## src/rtl/sync_fifo_pkg.sv

```systemverilog
// Shared helpers for the sync_fifo_flags block: pointer/level width
// functions and the parameter-legality rules used by the top level.
package sync_fifo_pkg;

   localparam int MIN_DATA_W = 1;
   localparam int MIN_DEPTH  = 2;

   // Address width of the storage array.
   function automatic int ptr_w(input int depth);
      return $clog2(depth);
   endfunction

   // Occupancy counter width: one bit wider than the pointers so DEPTH fits.
   function automatic int lvl_w(input int depth);
      return $clog2(depth) + 1;
   endfunction

   function automatic bit is_pow2(input int v);
      return (v >= MIN_DEPTH) && ((v & (v - 1)) == 0);
   endfunction

   // Legal configuration: power-of-two depth, thresholds inside their ranges.
   function automatic bit cfg_legal(input int data_w, input int depth,
                                    input int af_thresh, input int ae_thresh);
      return (data_w >= MIN_DATA_W) && is_pow2(depth) &&
             (af_thresh >= 1) && (af_thresh <= depth) &&
             (ae_thresh >= 0) && (ae_thresh <= depth - 1);
   endfunction

endpackage

```

## src/rtl/fifo_ram_2p.sv

```systemverilog
// Simple dual-port storage: one synchronous write port, one read port.
// Read port is registered (reset to 0) in standard mode and purely
// combinational when SYNC_FIFO_FWFT_EN is defined. Contents are not reset.
module fifo_ram_2p
   import sync_fifo_pkg::*;
#(
   parameter int DATA_W = 8,
   parameter int DEPTH  = 16
) (
   input  logic                       clk,
   input  logic                       rst_n,
   input  logic                       we,
   input  logic [ptr_w(DEPTH)-1:0]    waddr,
   input  logic [DATA_W-1:0]          wdata,
   input  logic                       re,
   input  logic [ptr_w(DEPTH)-1:0]    raddr,
   output logic [DATA_W-1:0]          rdata
);

   logic [DATA_W-1:0] mem_q [DEPTH];

   // Write port: store the word on an accepted write.
   always_ff @(posedge clk) begin
      if (we) mem_q[waddr] <= wdata;
   end

`ifdef SYNC_FIFO_FWFT_EN
   // Head word is always visible; the pop itself is handled by the pointers.
   assign rdata = mem_q[raddr];

   logic unused_rd;
   assign unused_rd = &{1'b0, re, rst_n};
`else
   logic [DATA_W-1:0] rdata_q, rdata_d;

   // Capture the addressed word on a read, otherwise hold the last value.
   always_comb begin
      rdata_d = rdata_q;
      if (re) rdata_d = mem_q[raddr];
   end

   // Read data register.
   always_ff @(posedge clk or negedge rst_n) begin
      if (!rst_n) rdata_q <= '0;
      else        rdata_q <= rdata_d;
   end

   assign rdata = rdata_q;
`endif

endmodule

```

## src/rtl/sync_fifo_flags.sv

```systemverilog
// Single-clock FIFO with exact occupancy, almost-full/almost-empty flags
// and sticky overflow/underflow errors. Define SYNC_FIFO_FWFT_EN for
// first-word fall-through reads (rd_en becomes a pop acknowledge).
//
// Handshake: wr_en/rd_en are requests. A write transfers only when
// wr_en & ~full, a read only when rd_en & ~empty; a rejected request has
// no effect on storage or pointers and instead sets the matching sticky
// error flag. In standard mode rd_valid marks the cycle after an accepted
// read; in FWFT mode rd_valid = ~empty and rd_data is the head word.
module sync_fifo_flags
   import sync_fifo_pkg::*;
#(
   parameter int DATA_W    = 8,
   parameter int DEPTH     = 16,
   parameter int AF_THRESH = DEPTH - 2,
   parameter int AE_THRESH = 2
) (
   input  logic                      clk,
   input  logic                      rst_n,
   input  logic                      wr_en,
   input  logic [DATA_W-1:0]         wr_data,
   input  logic                      rd_en,
   output logic [DATA_W-1:0]         rd_data,
   output logic                      rd_valid,
   output logic                      full,
   output logic                      empty,
   output logic                      almost_full,
   output logic                      almost_empty,
   output logic [lvl_w(DEPTH)-1:0]   level,
   input  logic                      clr_err,
   output logic                      overflow,
   output logic                      underflow
);

   localparam int PW = ptr_w(DEPTH);
   localparam int LW = lvl_w(DEPTH);
   localparam bit CFG_OK = cfg_legal(DATA_W, DEPTH, AF_THRESH, AE_THRESH);

   if (!CFG_OK) begin : g_bad_cfg
      $error("sync_fifo_flags: illegal DEPTH or threshold parameters");
   end

   logic [PW-1:0] wptr_q, wptr_d;
   logic [PW-1:0] rptr_q, rptr_d;
   logic [LW-1:0] level_q, level_d;
   logic          ovf_q, ovf_d;
   logic          unf_q, unf_d;
   logic          wr_acc, rd_acc;

   // Flags decode from the registered level only.
   assign full         = (level_q == LW'(DEPTH));
   assign empty        = (level_q == '0);
   assign almost_full  = (level_q >= LW'(AF_THRESH));
   assign almost_empty = (level_q <= LW'(AE_THRESH));
   assign level        = level_q;
   assign overflow     = ovf_q;
   assign underflow    = unf_q;

   assign wr_acc = wr_en & ~full;
   assign rd_acc = rd_en & ~empty;

   // Next pointers, level and sticky errors; a new error beats clr_err.
   always_comb begin
      wptr_d  = wptr_q;
      rptr_d  = rptr_q;
      level_d = level_q;
      ovf_d   = ovf_q;
      unf_d   = unf_q;
      if (wr_acc) wptr_d = wptr_q + PW'(1);
      if (rd_acc) rptr_d = rptr_q + PW'(1);
      case ({wr_acc, rd_acc})
         2'b10:   level_d = level_q + LW'(1);
         2'b01:   level_d = level_q - LW'(1);
         default: level_d = level_q;
      endcase
      if (clr_err) begin
         ovf_d = 1'b0;
         unf_d = 1'b0;
      end
      if (wr_en & full)  ovf_d = 1'b1;
      if (rd_en & empty) unf_d = 1'b1;
   end

   // Control state registers.
   always_ff @(posedge clk or negedge rst_n) begin
      if (!rst_n) begin
         wptr_q  <= '0;
         rptr_q  <= '0;
         level_q <= '0;
         ovf_q   <= 1'b0;
         unf_q   <= 1'b0;
      end else begin
         wptr_q  <= wptr_d;
         rptr_q  <= rptr_d;
         level_q <= level_d;
         ovf_q   <= ovf_d;
         unf_q   <= unf_d;
      end
   end

`ifdef SYNC_FIFO_FWFT_EN
   assign rd_valid = ~empty;
`else
   logic rd_valid_q, rd_valid_d;

   // rd_valid follows an accepted read by one cycle.
   always_comb begin
      rd_valid_d = rd_acc;
   end

   // rd_valid register.
   always_ff @(posedge clk or negedge rst_n) begin
      if (!rst_n) rd_valid_q <= 1'b0;
      else        rd_valid_q <= rd_valid_d;
   end

   assign rd_valid = rd_valid_q;
`endif

   fifo_ram_2p #(
      .DATA_W (DATA_W),
      .DEPTH  (DEPTH)
   ) u_ram (
      .clk   (clk),
      .rst_n (rst_n),
      .we    (wr_acc),
      .waddr (wptr_q),
      .wdata (wr_data),
      .re    (rd_acc),
      .raddr (rptr_q),
      .rdata (rd_data)
   );

endmodule
```

## config.mk

```make
export PLATFORM = sky130hd
export DESIGN_NAME = sync_fifo_flags
export DESIGN_NICKNAME = d
export VERILOG_FILES = /design/src/rtl/sync_fifo_pkg.sv /design/src/rtl/fifo_ram_2p.sv /design/src/rtl/sync_fifo_flags.sv
export SDC_FILE = /design/constraint.sdc
export NUM_CORES = 1
export LEC_CHECK = 0
export CAP_MARGIN = 15
export CELL_PAD_IN_SITES_DETAIL_PLACEMENT = 0
export CELL_PAD_IN_SITES_GLOBAL_PLACEMENT = 1
export CORE_ASPECT_RATIO = 1.5
export CORE_UTILIZATION = 40
export DETAILED_ROUTE_END_ITERATION = 10
export HOLD_SLACK_MARGIN = 0.03
export PLACE_DENSITY_LB_ADDON = 0.1
export SLEW_MARGIN = 0
export SYNTH_ARGS = -nofsm -noshare
export SYNTH_HDL_FRONTEND = slang
export SYNTH_SLANG_ARGS = --single-unit
```

## constraint.sdc

```tcl
create_clock -name clk -period 9.1 [get_ports clk]
set_clock_uncertainty 0.15 [all_clocks]
set_input_delay 1.82 -clock clk [delete_from_list [all_inputs] [get_ports clk]]
set_output_delay 1.82 -clock clk [all_outputs]
set_load 0.03 [all_outputs]
```

==> reports/results.tsv, run 1 <==
metric	value	unit
status	completed	
Final Hold Viols	0	
most frequent cells in the layout	128 x edfxtp_1, 32 x mux4_2, 32 x clkdlybuf4s50_1, 23 x dfrtp_1, 21 x nand2_1	
Worst Setup Path Type	reg -> out	
number of port buffers	32	
reg2reg path depth	10	
worst vdd ir	0.1430	mV
Slew Viols, Final	0	
top area cells in the synthesized netlist	edfxtp_1 62%, mux4_2 12%, dfrtp_1 9.7%, mux2i_1 2.6%, o221ai_2 1.9%	
worst flop-to-flop path endpoint	level[4]	
RD Place Congestion	0.7301	
Worst setup SP type	flop	
TNS Setup	0	ps
WP data arrival	2380	ps
Pleak	0.002520	uW
Critical Path RT	7130	ps
CTS tree	yes	
CTS resizes	0	
slew margin rel.	0.3173	
Max-Cap Viols	0	
Synth Flop Type	edfxtp_1	
H-tree depth	4	
total power	2404	uW
residual DRC count	0	
reg2reg start	level[1]	
Clk Latency, worst-skew pair	410	ps
Post-Syn Instances	329	
CP endpoint kind	primary output	
Nets	390	
share of cells above drive strength 1	0.2316	
initial DRC count	186	
hold crit path type	reg -> reg	
Total Routing Usage GR	0.1662	
vias	2998	
first-pass GRT wire length	19010	um
Die Footprint	16050	um^2
Final HPWL DP	7925	um
switching power	753.8	uW
internal power	1650	uW
worst-margin pin slew	1020	ps
Antenna Nets Post-Route	0	
Clock Pin Slew Worst Setup and Hold Paths	60	ps
CTS Sinks	152	
cell taking the most area after synthesis	edfxtp_1	
Starting Density	0.4106	
chip width	103.8	um
Worst R2R Setup Slack	5650	ps
Syn Nets	351	
clk buf depth	2	
part of the cycle the worst path needs	0.4777	
Net Sw Frac	0.3136	
Seq pwr share	0.410	
PwrDens	326.4	nW/um^2
final wirelength	12280	um
ANT cells	0	
row count	55	
I/O pins	33	
Die Ht	154.7	um
crit-path max FO	11	
commonest non-fill, non-tap cell in the layout	edfxtp_1	
Post-synth EDFFs	128	
fmax	0.2300	GHz
total gr overflow	0	
Async S/R FF share, synth	0.1579	
minimum clock period	4347	ps
vias in the first global route	3279	
Combinational Power Share	0.283	
Yosys top cell area share	0.6184	
hold_buf cts	0	
clk root buf	clkbuf_16	
Hold Path Depth	2	
hold_sp	u_ram.rdata[4]	
Worst Hold Endpoint	u_ram.rdata[4]	
Syn Std Cell Area	6216	um^2
register area share after synthesis	0.7150	
P&R area growth vs syn	18.48	%
core area	15140	um^2
post-synthesis cell type count	41	
Yosys reg bits	152	
Synth Warn #	0	
largest net degree at the start of global routing	25	
initial antenna violation count	0	
drt pass-1 iters	4	
Syn Area/Cell	18.89	um^2
drt wl/cell	21.21	um
RSZ-0062 raised after global routing	no	
final setup violating endpoints	0	
vias per cell	5.178	
Post-CTS Setup Bufs	0	
Clock Power Share	0.308	
CTS Buf Count	17	
-- flip-flops by register name (all words and copies together) (netlist names) --
| name | count |
|---|---|
| u_ram.mem_q | 128 |
| u_ram.rdata | 8 |
| level | 5 |
| rptr_q | 4 |
| wptr_q | 4 |
| overflow | 1 |
| rd_valid | 1 |
| underflow | 1 |
-- critical path, cell delays in order, from the launching register on --
cell and delay [ps]:
dfrtp_1 520, or4_4 620, nor2_1 140, clkdlybuf4s50_1 690
-- through the flow --
stage	hold slack, ps	util	instances	setup WS [ps]	instance area (um^2)
6_report	348.1	0.4864	579	4753	7365
5_1_grt	370.4	0.4864	579	4669	7365
4_1_cts	353.9	0.4864	579	4726	7365
3_5_place_dp	340.0	0.4452	548	4480	6740
3_3_place_gp	347.4	0.4452	548	4487	6740
2_1_floorplan	392.6	-	329	4881	6216
-- layout make-up --
| type | instances | area, um^2 |
|---|---|---|
| Fill cell | 1319 | 7775 |
| Sequential cell | 152 | 4446 |
| Multi-Input combinational cell | 152 | 1648 |
| Clock buffer | 17 | 425.4 |
| Timing Repair Buffer | 39 | 372.9 |
| Tap cell | 199 | 249.0 |
| Clock inverter | 14 | 198.9 |
| Inverter | 6 | 25.02 |
-- synth_stat cells, types with 4 or more instances --
library cell,n
clkbuf_1,5
nor2b_1,4
mux4_2,32
buf_2,11
edfxtp_1,128
dfrtp_1,24
nand2b_1,4
o221ai_2,8
ha_1,9
nand2_1,21
nor3_1,4
inv_1,5
mux2i_1,16
nor2_1,16
xnor2_1,6
-- logic make-up (layout without fill, tap and decap cells) --
logic type	count (synthesis)	count (layout)	synth area share
AO/OA/AOI/OAI	28	28	0.04509
AND/OR/NAND/NOR	57	57	0.04489
multiplexers	49	49	0.1435
XOR/XNOR	9	9	0.01268
adder cells (fa/ha/maj)	9	9	0.01812
flip-flops	152	152	0.7150
buffers and inverters	25	76	0.02073
-- power groups by stage --
stage / registers [uW] / clock network [uW] / logic, uW
after floorplan: 973 / 0 / 498
after global placement: 999 / 0 / 692
after detailed placement: 1000 / 0 / 695
after CTS: 988 / 755 / 697
after global routing: 1000 / 785 / 734
final: 985 / 739 / 679
-- metal layers --
layer,vias to the layer above,share of wire,GRT usage
li1,1383,-,-
met1,1558,0.43,0.2094
met2,49,0.53,0.2825
met3,8,0.028,0.03877
met4,0,0.0085,0.05782
met5,-,0,0
-- worst max-delay path by stage --
stage / to / from / slack (ps)
after floorplan: almost_empty / level[2] / 4880
after global placement: level[4] / wr_en / 4490
after detailed placement: level[4] / wr_en / 4480
after CTS: empty / level[1] / 4730
after global routing: empty / level[1] / 4670
final: empty / level[1] / 4750
No activity file was read; power rests on OpenSTA's default activity.
==> run 2, diff against run 1 <==
- clock period: 9.1 -> 4.36 ns (I/O delays scaled with it)
==> reports/results.tsv, run 2 (same netlist as run 1, synthesis figures left out) <==
metric	value	unit	change
Post-CTS Setup Bufs	0		unchanged
max layer used	met4		unchanged
hold_buf cts	0		unchanged
ANT cells	0		unchanged
fmax	0.2895	GHz	
Setup crit start	level[1]		unchanged
row count	55		unchanged
worst vdd ir	0.3938	mV	was 0.1430 mV
met3 WL post-DR	369	um	was 348 um
routed metal-1 wirelength	5101	um	was 5267 um
CTS tree	yes		unchanged
final setup violating endpoints	0		unchanged
initial DRC count	141		was 186
CTS Buf Count	17		unchanged
Total Routing Usage GR	0.1651		was 0.1662
total length of routed met2 wires	6647	um	was 6562 um
CP endpoint kind	flop		was primary output
TNS Setup	0	ps	unchanged
Slew Viols, Final	0		unchanged
Critical Path RT	4490	ps	was 7130 ps
Clock Pin Slew Worst Setup and Hold Paths	60	ps	about the same
part of the cycle the worst path needs	0.7923		
largest net degree at the start of global routing	28		was 25
clk buf depth	2		unchanged
Max-Cap Viols	0		unchanged
Final HPWL DP	7852	um	was 7925 um
WP data arrival	3580	ps	was 2380 ps
Nets	404		was 390
Largest register FFs	128		unchanged
Buffers & Inverters on Critical Path	1		unchanged
I/O pins	33		unchanged
Top Family by Delay on Critical Path	compound AO/OA/AOI/OAI gates		was simple AND/OR/NAND/NOR gates
worst setup margin	905.7	ps	was 4753 ps
total gr overflow	0		unchanged
slowest CP cell	or4_4		was clkdlybuf4s50_1
share of cells above drive strength 1	0.2557		was 0.2316
reg2reg start	level[1]		unchanged
Cell Chain, Critical Path	or4_4, o21ai_4, inv_4, ha_1, xor2_1, ha_1, o21ai_0, o22ai_1, a2111oi_0, a211oi_1		was or4_4, nor2_1, clkdlybuf4s50_1
residual DRC count	0		unchanged
drt wl/cell	20.67	um	was 21.21 um
commonest non-fill, non-tap cell in the layout	edfxtp_1		unchanged
Starting Density	0.4106		unchanged
Clk Latency, worst-skew pair	420	ps	was 410 ps
chip width	103.8	um	unchanged
Die Ht	154.7	um	unchanged
H-tree depth	4		unchanged
hold crit path type	reg -> reg		unchanged
Pleak	0.002573	uW	was 0.002520 uW
PwrDens	665.3	nW/um^2	was 326.4 nW/um^2
worst-margin pin slew	1025	ps	was 1020 ps
first-pass GRT wire length	18830	um	was 19010 um
status	completed		unchanged
most frequent CP cell	ha_1		
setup slack at placement	667.9	ps	was 4480 ps
core area	15140	um^2	unchanged
vias per cell	5.226		was 5.178
slew margin rel.	0.3167		was 0.3173
CTS Sinks	152		unchanged
Worst setup SP type	flop		unchanged
Worst Setup Path Type	reg -> reg		was reg -> out
number of port buffers	32		unchanged
drt pass-1 iters	4		unchanged
RD Place Congestion	0.7184		was 0.7301
Antenna Nets Post-Route	0		unchanged
RSZ-0062 raised after global routing	no		unchanged
minimum clock period	3454	ps	
Die Footprint	16050	um^2	unchanged
clk root buf	clkbuf_16		unchanged
crit-path max FO	11		unchanged
most frequent cells in the layout	128 x edfxtp_1, 32 x mux4_2, 32 x clkdlybuf4s50_1, 23 x dfrtp_1		was 128 x edfxtp_1, 32 x mux4_2, 32 x clkdlybuf4s50_1, 23 x dfrtp_1, 21 x nand2_1
hold_sp	u_ram.rdata[5]		was u_ram.rdata[4]
Max stage delay on crit path	610	ps	was 690 ps
vias	3104		was 2998
final wirelength	12280	um	about the same
P&R area growth vs syn	19.57	%	was 18.48%
most flop-heavy register	u_ram.mem_q		unchanged
initial antenna violation count	0		unchanged
CTS resizes	0		unchanged
vias in the first global route	3180		was 3279
Final Hold Viols	0		unchanged
==> run 2: cell types whose count changed in the layout (fill, tap and decap cells not counted) <==
cell / delta
inv_6: +3
nor3_1: +1
clkbuf_1: +1
clkinv_2: -2
nor3_2: -1
bufinv_16: -2
clkinvlp_4: +1
buf_4: +14
==> run 2: worst min-delay path, cell delays in order, from the launching register on <==
cell	delay, ps
dfrtp_1	350
nand2_1	70
o221ai_2	50
==> run 2: path summary, 6_finish.rpt <==
path                                  end  slack, ps  depth (start not counted)
min                        u_ram.rdata[5]        360                          2
max reg2reg                      level[4]        910                         10
min reg2reg                u_ram.rdata[5]        360                          2
max in group asynchronous       wptr_q[2]       2630                          2
min in group asynchronous        level[0]        790                          1
max                              level[4]        910                         10
==> run 2: stage by stage <==
stage          hold WS, ps  instance area, um^2    util  cells  power (uW)
2_1_floorplan        392.6                 6216       -    329        3069
3_3_place_gp         353.8                 6840  0.4518    562        3544
3_5_place_dp         350.6                 6840  0.4518    562        3553
4_1_cts              368.9                 7432  0.4909    594        5017
5_1_grt              393.2                 7432  0.4909    594        5196
6_report             359.0                 7432  0.4909    594        4945
==> run 2: per-layer routing <==
| layer | GRT usage | up-vias |
|---|---|---|
| li1 | - | 1411 |
| met4 | 0.05646 | 0 |
| met3 | 0.03835 | 12 |
| met1 | 0.2011 | 1621 |
| met5 | 0 | - |
| met2 | 0.2889 | 60 |
==> run 2: power breakdown <==
group          switching, uW  total, uW  internal [uW]
combinational            702       1410            705
sequential               282       2080           1800
clock                    598       1460            858
total                   1580       4940           3360
==> run 2: layout make-up <==
| class | instances | area [um^2] |
|---|---|---|
| tap | 199 | 249.0 |
| fill | 1283 | 7707 |
| sequential | 152 | 4446 |
| multi-input combinational | 152 | 1643 |
| clock buffer | 18 | 429.2 |
| inverter | 6 | 25.02 |
| clock inverter | 14 | 162.7 |
| timing repair buffer | 53 | 478.0 |
